--- src/rtl/term_net_pkg.sv ---
// Shared types, defaults and the term-to-net bit mapping for the term_net bridge.
package term_net_pkg;

    localparam int DEF_WIDTH    = 32;
    localparam int DEF_CHANNELS = 2;
    localparam int DEF_REVERSE  = 0;
    localparam int DEF_COUNT_W  = 16;
    // Upper bound on channel width accepted by bit_map.
    localparam int MAX_WIDTH    = 1024;

    typedef enum logic [1:0] {
        EMPTY = 2'd0,
        FULL1 = 2'd1,
        FULL2 = 2'd2
    } state_t;

    // Maps the low `width` bits of data; rev=1 makes net bit i = term bit width-1-i.
    function automatic logic [MAX_WIDTH-1:0] bit_map(
        input logic [MAX_WIDTH-1:0] data,
        input logic                 rev,
        input int                   width
    );
        logic [MAX_WIDTH-1:0] flipped;
        flipped = {<<{data}};
        if (rev) begin
            bit_map = flipped >> (MAX_WIDTH - width);
        end else begin
            bit_map = data;
        end
    endfunction

endpackage

--- src/rtl/term_net_skid.sv ---
// One bridge channel: 2-entry valid/ready skid buffer with bit mapping at accept
// and a wrapping count of completed output transfers.
module term_net_skid
    import term_net_pkg::*;
#(
    parameter int WIDTH   = DEF_WIDTH,
    parameter int COUNT_W = DEF_COUNT_W
) (
    input  logic               clk,
    input  logic               rst_n,
    input  logic               rev,
    input  logic               in_valid,
    output logic               in_ready,
    input  logic [WIDTH-1:0]   in_data,
    output logic               out_valid,
    input  logic               out_ready,
    output logic [WIDTH-1:0]   out_data,
    output logic [COUNT_W-1:0] out_count
);

    state_t             state_reg;
    state_t             state_next;
    logic [WIDTH-1:0]   main_reg;
    logic [WIDTH-1:0]   skid_reg;
    logic [COUNT_W-1:0] count_reg;
    logic [WIDTH-1:0]   mapped;
    logic               accept;
    logic               xfer;

    assign mapped = WIDTH'(bit_map(MAX_WIDTH'(in_data), rev, WIDTH));
    assign accept = in_valid & in_ready;
    assign xfer   = out_valid & out_ready;

    always_ff @(posedge clk or negedge rst_n) begin
        if (!rst_n) begin
            state_reg <= EMPTY;
        end else begin
            state_reg <= state_next;
        end
    end

    always_comb begin
        state_next = state_reg;
        case (state_reg)
            EMPTY: begin
                if (accept) state_next = FULL1;
            end
            FULL1: begin
                if (accept && !xfer)      state_next = FULL2;
                else if (!accept && xfer) state_next = EMPTY;
            end
            FULL2: begin
                if (xfer) state_next = FULL1;
            end
            default: state_next = EMPTY;
        endcase
    end

    // Handshake flags depend only on the state register, so in_ready never
    // follows out_ready combinationally.
    always_comb begin
        in_ready  = 1'b1;
        out_valid = 1'b0;
        case (state_reg)
            EMPTY: begin
                in_ready  = 1'b1;
                out_valid = 1'b0;
            end
            FULL1: begin
                in_ready  = 1'b1;
                out_valid = 1'b1;
            end
            FULL2: begin
                in_ready  = 1'b0;
                out_valid = 1'b1;
            end
            default: begin
                in_ready  = 1'b1;
                out_valid = 1'b0;
            end
        endcase
    end

    always_ff @(posedge clk or negedge rst_n) begin
        if (!rst_n) begin
            main_reg  <= '0;
            skid_reg  <= '0;
            count_reg <= '0;
        end else begin
            case (state_reg)
                EMPTY: begin
                    if (accept) main_reg <= mapped;
                end
                FULL1: begin
                    if (accept && xfer) main_reg <= mapped;
                    else if (accept)    skid_reg <= mapped;
                end
                FULL2: begin
                    if (xfer) main_reg <= skid_reg;
                end
                default: ;
            endcase
            if (xfer) count_reg <= count_reg + COUNT_W'(1);
        end
    end

    assign out_data  = main_reg;
    assign out_count = count_reg;

endmodule

--- src/rtl/term_net_bridge.sv ---
// Registered term-to-net bridge: CHANNELS independent skid-buffered buses with
// per-channel bit-order mapping and transfer counters.
module term_net_bridge
    import term_net_pkg::*;
#(
    parameter int WIDTH    = DEF_WIDTH,
    parameter int CHANNELS = DEF_CHANNELS,
    parameter int REVERSE  = DEF_REVERSE,
    parameter int COUNT_W  = DEF_COUNT_W
) (
    input  logic                        clk,
    input  logic                        rst_n,
    input  logic [CHANNELS-1:0]         in_valid,
    output logic [CHANNELS-1:0]         in_ready,
    input  logic [CHANNELS*WIDTH-1:0]   in_data,
    input  logic [CHANNELS-1:0]         cfg_reverse,
    output logic [CHANNELS-1:0]         out_valid,
    input  logic [CHANNELS-1:0]         out_ready,
    output logic [CHANNELS*WIDTH-1:0]   out_data,
    output logic [CHANNELS*COUNT_W-1:0] out_count
);

    localparam logic REV_DEFAULT = (REVERSE != 0);

    generate
        for (genvar gi = 0; gi < CHANNELS; gi++) begin : g_chan
            term_net_skid #(
                .WIDTH   (WIDTH),
                .COUNT_W (COUNT_W)
            ) u_skid (
                .clk       (clk),
                .rst_n     (rst_n),
                .rev       (cfg_reverse[gi] ^ REV_DEFAULT),
                .in_valid  (in_valid[gi]),
                .in_ready  (in_ready[gi]),
                .in_data   (in_data[gi*WIDTH +: WIDTH]),
                .out_valid (out_valid[gi]),
                .out_ready (out_ready[gi]),
                .out_data  (out_data[gi*WIDTH +: WIDTH]),
                .out_count (out_count[gi*COUNT_W +: COUNT_W])
            );
        end
    endgenerate

endmodule

--- config.mk ---
export PLATFORM = sky130hd
export DESIGN_NAME = term_net_bridge
export DESIGN_NICKNAME = d
export VERILOG_FILES = /design/src/rtl/term_net_pkg.sv /design/src/rtl/term_net_skid.sv /design/src/rtl/term_net_bridge.sv
export SDC_FILE = /design/constraint.sdc
export NUM_CORES = 1
export LEC_CHECK = 0
export CAP_MARGIN = 20
export CORE_UTILIZATION = 51
export DETAILED_ROUTE_END_ITERATION = 12
export GPL_TIMING_DRIVEN = 0
export PLACE_DENSITY_LB_ADDON = 0.12
export SETUP_SLACK_MARGIN = 0.1
export SYNTH_ARGS = -nofsm -noshare
export SYNTH_HDL_FRONTEND = slang
export SYNTH_SLANG_ARGS = --single-unit
--- constraint.sdc ---
create_clock -name clk -period 2.7 [get_ports clk]
set_input_delay 0.54 -clock clk [delete_from_list [all_inputs] [get_ports clk]]
set_output_delay 0.54 -clock clk [all_outputs]
set_load 0.02 [all_outputs]
; ---- Word-level counts from Yosys, hierarchy flattened
; Cells that the tools add are included.
[totals]
reg_bits = 164
latch_bits = 0
mem_bits_rw = 0
rom_bits = 0
input_bits = 72
out_inout_bits = 100
elab_cells = 74
memories = 0
[op_classes]
add_sub_neg = 2
n_mul = 0
div = 0
magnitude_cmp = 0
n_eq_ne = 12
n_shift = 0
muxes = 24
bitwise = 6
n_reduce_logical = 22
[ops]
columns = cell, n
row1 = $mux 32, 8
row2 = $pmux 32 s3, 2
row3 = $add 16x1->16 const B, 2
row4 = $mux 2, 8
row5 = $ne 2x1->1 const B, 6
row6 = $pmux 2 s3, 2
row7 = $reduce_and 3->1, 4
row8 = $reduce_and 4->1, 2
row9 = $logic_and 1x1->1, 6
row10 = $ne 3x1->1 const B, 2
row11 = $reduce_bool 3->1, 2
row12 = $and 1x1->1, 4
row13 = $eq 2x1->1 const B, 2
row14 = $eq 2x2->1 const B, 2
row15 = $logic_not 1->1, 4
row16 = $logic_not 2->1, 2
row17 = $mux 1, 4
row18 = $reduce_or 2->1, 2
row19 = $not 1->1, 2

; ---- Longest topological paths before layout
[logic_depth]
word_depth = 8
mapped_depth = 8

; ---- Cells and area by module
; From an unflattened synthesis, not the netlist that was laid out.
[unflattened]
hier_cells = 718
area_unflattened_um2 = 8007.7
[modules_own_cells]
columns = module, n_inst, cells_each, area_each_um2, seq_area_each_um2
row1 = term_net_skid, 2, 359, 4003.8, 2052.0

; ---- Least setup slack after synthesis
; Ideal clock, no wire load.
[synth_path]
path_type = register to register
start = register g_chan[0].u_skid.state_reg[0]
end = register g_chan[0].u_skid.main_reg[0]
setup_time_ns = 0.125
arrival_ns = 1.966
setup_slack_ns = 0.608
stages_incl_launch_ff = 9
path_buffers = 2
path_cell_list = dfrtp_1 -> inv_1 -> ha_1 -> nand2_2 -> o21ai_1 -> or3b_1 -> buf_6 -> buf_12 -> mux2_4
[synth_between]
elab_chain_cells = 7
elab_cells_between_ends = 15
cone_classes = eq/ne: 5 / mux: 3 / bitwise: 2 / reduce/logical: 5
[synth_rtl]
columns = element, line
row1 = start: declaration, term_net_skid.sv:21  ; state_t state_reg;
row2 = start signal: assignment, term_net_skid.sv:38  ; state_reg <= state_next;
row3 = $eq 2x1->1 or $eq 2x2->1 (tied branches), term_net_skid.sv:64  ; case (state_reg)
row4 = $reduce_or 2->1 (no source line) *, n/a
row5 = $mux 1 *, term_net_skid.sv:64
row6 = via g_chan[0].u_skid.out_valid, term_net_skid.sv:15  ; output logic out_valid,
row7 = $and 1x1->1 *, term_net_skid.sv:32  ; assign xfer = out_valid & out_ready;
row8 = $logic_and 1x1->1, term_net_skid.sv:95  ; if (accept && xfer) main_reg <= mapped;
row9 = $ne 2x1->1 (no source line), n/a
row10 = $reduce_and 4->1 (no source line) *, n/a
row11 = end signal: assignment, term_net_skid.sv:92  ; if (accept) main_reg <= mapped;
row12 = end signal: assignment, term_net_skid.sv:95
row13 = end signal: assignment, term_net_skid.sv:99  ; if (xfer) main_reg <= skid_reg;
row14 = end: declaration, term_net_skid.sv:23  ; logic [WIDTH-1:0] main_reg;
; Mark *: on every way through the listed nets, which the timed path passes. The rest lies on a longest branch.
; A chain may end at the register's enable or synchronous reset.

; ---- Worst setup path after layout
[layout_path]
start = register g_chan[0].u_skid.state_reg[0]
end = output in_ready[0]
[layout_between]
elab_chain_cells = 2
[layout_rtl]
columns = element, line
row1 = $eq 2x2->1, term_net_skid.sv:64
row2 = $mux 1, term_net_skid.sv:64
row3 = end: declaration, term_net_bridge.sv:14  ; output logic [CHANNELS-1:0] in_ready,
; Every way passes these cells.

==> run_summary.xml <==
<?xml version="1.0" encoding="UTF-8"?>
<metrics>
  <group name="floorplanning">
    <metric name="chipWidth" unit="µm">127</metric>
    <metric name="die_area" unit="mm²">0.0161</metric>
    <metric name="initial_utilization" unit="%">52.2</metric>
    <metric name="io_pins" unit="">172</metric>
    <metric name="fp.dieH" unit="µm">127</metric>
    <metric name="core_region_area" unit="mm²">0.0152</metric>
    <metric name="fp-row-count" unit="">45</metric>
  </group>
  <group name="setup_path">
    <metric name="critical_path.reg2reg.startpoint" unit="">g_chan[0].u_skid.state_reg[0]</metric>
    <metric name="critical-path-max-stage-delay" unit="ps">610</metric>
    <metric name="cp.arrival" unit="ps">1980</metric>
    <metric name="critical_path_required" unit="ps">2160</metric>
    <metric name="start_kind" unit="">flop</metric>
    <metric name="critical_path_peak_fanout" unit="">4</metric>
    <metric name="critPathKind" unit="">flop to output pin</metric>
    <metric name="cp_common_cell" unit="">sky130_fd_sc_hd__inv_1</metric>
    <metric name="timing.critical_path.cells" unit="">inv_1, ha_1, inv_1, buf_4, clkdlybuf4s50_1</metric>
    <metric name="r2r_slack" unit="ps">310</metric>
    <metric name="worst-path-buf-inv" unit="">4</metric>
    <metric name="cp_slowest_cell" unit="">sky130_fd_sc_hd__clkdlybuf4s50_1</metric>
    <metric name="rr_endpoint" unit="">g_chan[0].u_skid.skid_reg[5]</metric>
    <metric name="critPathCaptureType" unit="">output pin</metric>
    <metric name="reg2reg_depth" unit="">8</metric>
    <metric name="path_delay_family" unit="">buffers and inverters</metric>
  </group>
  <group name="detailed_routing">
    <metric name="detail_route.wl_per_cell" unit="µm">16.5</metric>
    <metric name="drt_iter0_drcs" unit="">292</metric>
    <metric name="vias" unit="">6102</metric>
    <metric name="ant_nets" unit="">0</metric>
    <metric name="first_pass_iters" unit="">5</metric>
    <metric name="vias_per_cell" unit="">5.46</metric>
    <metric name="finalWirelength" unit="mm">18.4</metric>
    <metric name="drcViolationCount" unit="">0</metric>
  </group>
  <group name="placed_design">
    <metric name="finalWeightedCongestion" unit="">0.910</metric>
    <metric name="detailed_place_hpwl" unit="mm">13.3</metric>
    <metric name="post-place-ws" unit="ps">117</metric>
    <metric name="number_of_buffers_added_on_ports" unit="">169</metric>
    <metric name="placed_cells_incl_taps" unit="">1088</metric>
  </group>
  <group name="yosys">
    <metric name="ys_dominant_reg_cell" unit="">sky130_fd_sc_hd__dfrtp_1</metric>
    <metric name="synth_top_family_by_area" unit="">multiplexers</metric>
    <metric name="synth.area.mux_share" unit="%">19.1</metric>
    <metric name="synth_fa_ha_area_share" unit="%">2.21</metric>
    <metric name="synthCells" unit="">730</metric>
    <metric name="post-synth-top-area-cell" unit="">sky130_fd_sc_hd__dfrtp_1</metric>
    <metric name="yosys-top-cells-area" unit="">sky130_fd_sc_hd__dfrtp_1 (52%), sky130_fd_sc_hd__mux2i_1 (8.3%), sky130_fd_sc_hd__o21ai_0 (6.1%)</metric>
    <metric name="synthesis.area" unit="mm²">0.00794</metric>
    <metric name="mappedNetlistNets" unit="">816</metric>
    <metric name="synth.ff_latch_count" unit="">164</metric>
    <metric name="synth-xor-area-share" unit="%">3.53</metric>
    <metric name="synth_compound_area_share" unit="%">8.92</metric>
    <metric name="syn_avg_cell_area" unit="µm²">10.9</metric>
    <metric name="yosysWarningCount" unit="">0</metric>
    <metric name="seq_area_frac_synth" unit="%">51.7</metric>
    <metric name="synthSimpleGateAreaFrac" unit="%">10.5</metric>
    <metric name="synth_enable_flop_cells" unit="">0</metric>
    <metric name="synth_cell_type_count" unit="">37</metric>
    <metric name="synth_largest_type_area_fraction" unit="%">51.7</metric>
    <metric name="synth-async-reset-ratio" unit="%">100</metric>
  </group>
  <group name="finish">
    <metric name="postLayoutCoreUtil" unit="%">69.2</metric>
    <metric name="stdcell_count" unit="">1118</metric>
    <metric name="fillers" unit="">1109</metric>
    <metric name="insertedDiodeCount" unit="">0</metric>
    <metric name="finalNetCount" unit="">1005</metric>
    <metric name="post_route_cells_drive_above_1_share" unit="%">12.6</metric>
    <metric name="area_growth" unit="%">32.5</metric>
  </group>
  <group name="global_route">
    <metric name="grtUsageMet2" unit="%">42.0</metric>
    <metric name="grt_max_degree" unit="">99</metric>
    <metric name="number_of_antenna_violations_at_the_first_check_in_global_routing" unit="">0</metric>
    <metric name="via_count_of_the_first_global_routing_pass" unit="">6280</metric>
    <metric name="gr-usage-all-layers" unit="%">24.3</metric>
    <metric name="met1_usage" unit="%">30.3</metric>
    <metric name="groute.layer.met3.usage" unit="%">4.26</metric>
    <metric name="overflow" unit="">0</metric>
    <metric name="busiest_layer" unit="">met2</metric>
    <metric name="wire_length_of_the_first_global_routing_pass" unit="mm">30.7</metric>
  </group>
  <group name="pwr">
    <metric name="power.clock.fraction" unit="%">20.7</metric>
    <metric name="p_sw_share" unit="%">34.8</metric>
    <metric name="powerDensity" unit="mW/mm²">1180</metric>
    <metric name="power_leakage" unit="µW">0.00466</metric>
    <metric name="p_seq_share" unit="%">33.9</metric>
    <metric name="combPwrFrac" unit="%">45.4</metric>
    <metric name="power_switching" unit="µW">4340</metric>
    <metric name="intPower" unit="µW">8120</metric>
    <metric name="vdd_ir_drop_max" unit="mV">0.651</metric>
  </group>
  <group name="sta">
    <metric name="fin_hold_ws" unit="ps">51.9</metric>
    <metric name="finalHoldViolCount" unit="">0</metric>
    <metric name="tightestPinTransition" unit="ps">760</metric>
    <metric name="fin_ws" unit="ps">183</metric>
    <metric name="final_max_slew_viol_count" unit="">0</metric>
    <metric name="final.period_utilization" unit="%">93.2</metric>
    <metric name="tns" unit="ps">0</metric>
    <metric name="maxClockFrequency" unit="GHz">0.397</metric>
    <metric name="skew" unit="ps">8.50</metric>
    <metric name="post-route-min-period" unit="ps">2520</metric>
    <metric name="max_slew_margin" unit="%">49.1</metric>
    <metric name="setup_viol" unit="">0</metric>
    <metric name="grt_setup_unrepaired" unit="">no</metric>
  </group>
  <group name="clocking">
    <metric name="sinks_on_clock_net" unit="">164</metric>
    <metric name="cts_tree" unit="">built</metric>
    <metric name="cts_root_buffer" unit="">sky130_fd_sc_hd__clkbuf_16</metric>
    <metric name="clk-insertion-delay-late" unit="ps">420</metric>
    <metric name="cts-hold-fix-buffers" unit="">0</metric>
    <metric name="worst_setup_hold_path_clk_slew" unit="ps">60</metric>
    <metric name="cts_max_level" unit="">4</metric>
    <metric name="cts_setup_buffers" unit="">0</metric>
    <metric name="cts_inserted_buffers" unit="">17</metric>
    <metric name="clk_path_buf_depth" unit="">2</metric>
  </group>
  <group name="run_status">
    <metric name="run_status" unit="">finished clean</metric>
  </group>
  <group name="flow_run">
    <metric name="max_cap_viol_count" unit="">0</metric>
  </group>
  <group name="worst_hold_path">
    <metric name="min-delay-path-class" unit="">primary input to async pin</metric>
  </group>
</metrics>
==> worst reg2reg max path, stage by stage, from the launching register on <==
cell and delay (ps):
sky130_fd_sc_hd__dfrtp_1 420, sky130_fd_sc_hd__inv_1 140, sky130_fd_sc_hd__ha_1 260, sky130_fd_sc_hd__clkbuf_1 400, sky130_fd_sc_hd__o211a_1 220, sky130_fd_sc_hd__buf_2 210
sky130_fd_sc_hd__buf_1 410, sky130_fd_sc_hd__nor2_1 90, sky130_fd_sc_hd__a21oi_1 160
==> per-stage QoR <==
stage / area (µm²) / total power, µW
after floorplan: 7940 / 7790
after detailed placement: 9900 / 9920
after global placement: 9870 / 9740
after global routing: 10500 / 13200
after CTS: 10500 / 12500
final: 10500 / 12500
==> synth_stat cells (2+ instances only) <==
cell type                   number
sky130_fd_sc_hd__o2bb2ai_1       2
sky130_fd_sc_hd__xnor2_1        17
sky130_fd_sc_hd__mux2_4         30
sky130_fd_sc_hd__xor2_1         15
sky130_fd_sc_hd__nand4_1         6
sky130_fd_sc_hd__buf_6           4
sky130_fd_sc_hd__or3b_1          2
sky130_fd_sc_hd__and4_1          4
sky130_fd_sc_hd__clkbuf_1       22
sky130_fd_sc_hd__nand4b_1        2
sky130_fd_sc_hd__nand2b_1        2
sky130_fd_sc_hd__inv_1           9
sky130_fd_sc_hd__and2_1          2
sky130_fd_sc_hd__and3_1          5
sky130_fd_sc_hd__buf_4           4
sky130_fd_sc_hd__dfrtp_1       164
sky130_fd_sc_hd__mux2i_1        66
sky130_fd_sc_hd__nand2_1       106
sky130_fd_sc_hd__o21ai_0        97
sky130_fd_sc_hd__buf_2           7
sky130_fd_sc_hd__buf_1           8
sky130_fd_sc_hd__a21oi_1        34
sky130_fd_sc_hd__buf_12          3
sky130_fd_sc_hd__nor2b_1         2
sky130_fd_sc_hd__nor3_1          4
sky130_fd_sc_hd__nor2_1         43
sky130_fd_sc_hd__nand3_1        11
sky130_fd_sc_hd__mux2_2         36
sky130_fd_sc_hd__o22ai_1         2
sky130_fd_sc_hd__ha_1           14
==> area by class of cell <==
cell class	count	area (µm²)	share of cell area (%)
Clock buffer	20	437	4.15
Multi-Input combinational cell	508	3510	33.4
Timing Repair Buffer	170	1730	16.4
Buffer	49	288	2.74
Sequential cell	164	4110	39.0
Clock inverter	10	183	1.74
Inverter	9	33.8	0.321
Tap cell	188	235	2.24
==> what timing repair did <==
action | CTS | global route
hold endpoints to repair | 0 | 0
pin swaps | 0 | 0
gates resized for setup | 1 | 2
endpoints found under the setup margin | 1 | 1
==> power groups by stage <==
stage	combinational [µW]	sequential, µW	clock (µW)
global route	6120	4360	2720
detailed placement	5680	4240	0
CTS	5710	4210	2620
finish	5660	4220	2580
global placement	5550	4190	0
floorplan	2970	4830	0
==> cells in the final DEF (no fill, tap or decap), types with 3 or more instances in the layout <==
cell type	n
sky130_fd_sc_hd__a21oi_1	34
sky130_fd_sc_hd__and3_1	5
sky130_fd_sc_hd__and4_1	4
sky130_fd_sc_hd__buf_1	8
sky130_fd_sc_hd__buf_12	3
sky130_fd_sc_hd__buf_2	7
sky130_fd_sc_hd__buf_4	4
sky130_fd_sc_hd__buf_6	4
sky130_fd_sc_hd__bufinv_16	5
sky130_fd_sc_hd__clkbuf_1	25
sky130_fd_sc_hd__clkbuf_16	17
sky130_fd_sc_hd__clkdlybuf4s50_1	166
sky130_fd_sc_hd__clkinvlp_4	3
sky130_fd_sc_hd__dfrtp_1	163
sky130_fd_sc_hd__ha_1	14
sky130_fd_sc_hd__inv_1	9
sky130_fd_sc_hd__mux2_2	36
sky130_fd_sc_hd__mux2_4	30
sky130_fd_sc_hd__mux2i_1	66
sky130_fd_sc_hd__nand2_1	106
sky130_fd_sc_hd__nand3_1	11
sky130_fd_sc_hd__nand4_1	6
sky130_fd_sc_hd__nor2_1	43
sky130_fd_sc_hd__nor3_1	4
sky130_fd_sc_hd__o21ai_0	97
sky130_fd_sc_hd__xnor2_1	17
sky130_fd_sc_hd__xor2_1	15
==> worst max path at each step <==
stage                                        startpoint                            end  slack, ps  cells after the start
after global routing      g_chan[0].u_skid.state_reg[0]                    in_ready[0]        100                      5
after detailed placement                   out_ready[1]  g_chan[1].u_skid.skid_reg[13]        120                      5
after floorplan           g_chan[0].u_skid.state_reg[0]   g_chan[0].u_skid.out_data[0]        610                      8
after global placement                            rst_n  g_chan[0].u_skid.out_count[7]      -5390                      1
after CTS                 g_chan[1].u_skid.state_reg[1]                   out_valid[1]        140                      4
final                     g_chan[0].u_skid.state_reg[0]                    in_ready[0]        180                      5
==> cell families (layout without fill, tap and decap cells) <==
logic type      Yosys count  in the layout
compound gates          138            138
xor+xnor                 32             32
fa+ha+maj                14             14
buf+inv                  58            258
flops                   164            164
mux                     132            132
simple gates            192            192
==> layer usage <==
layer	vias to the layer above	part of all wire, %
li1	2869	-
met1	3022	43
met2	180	50
met3	31	4.4
met4	0	2.3
met5	-	0
Power figures use the tool's default switching activity.
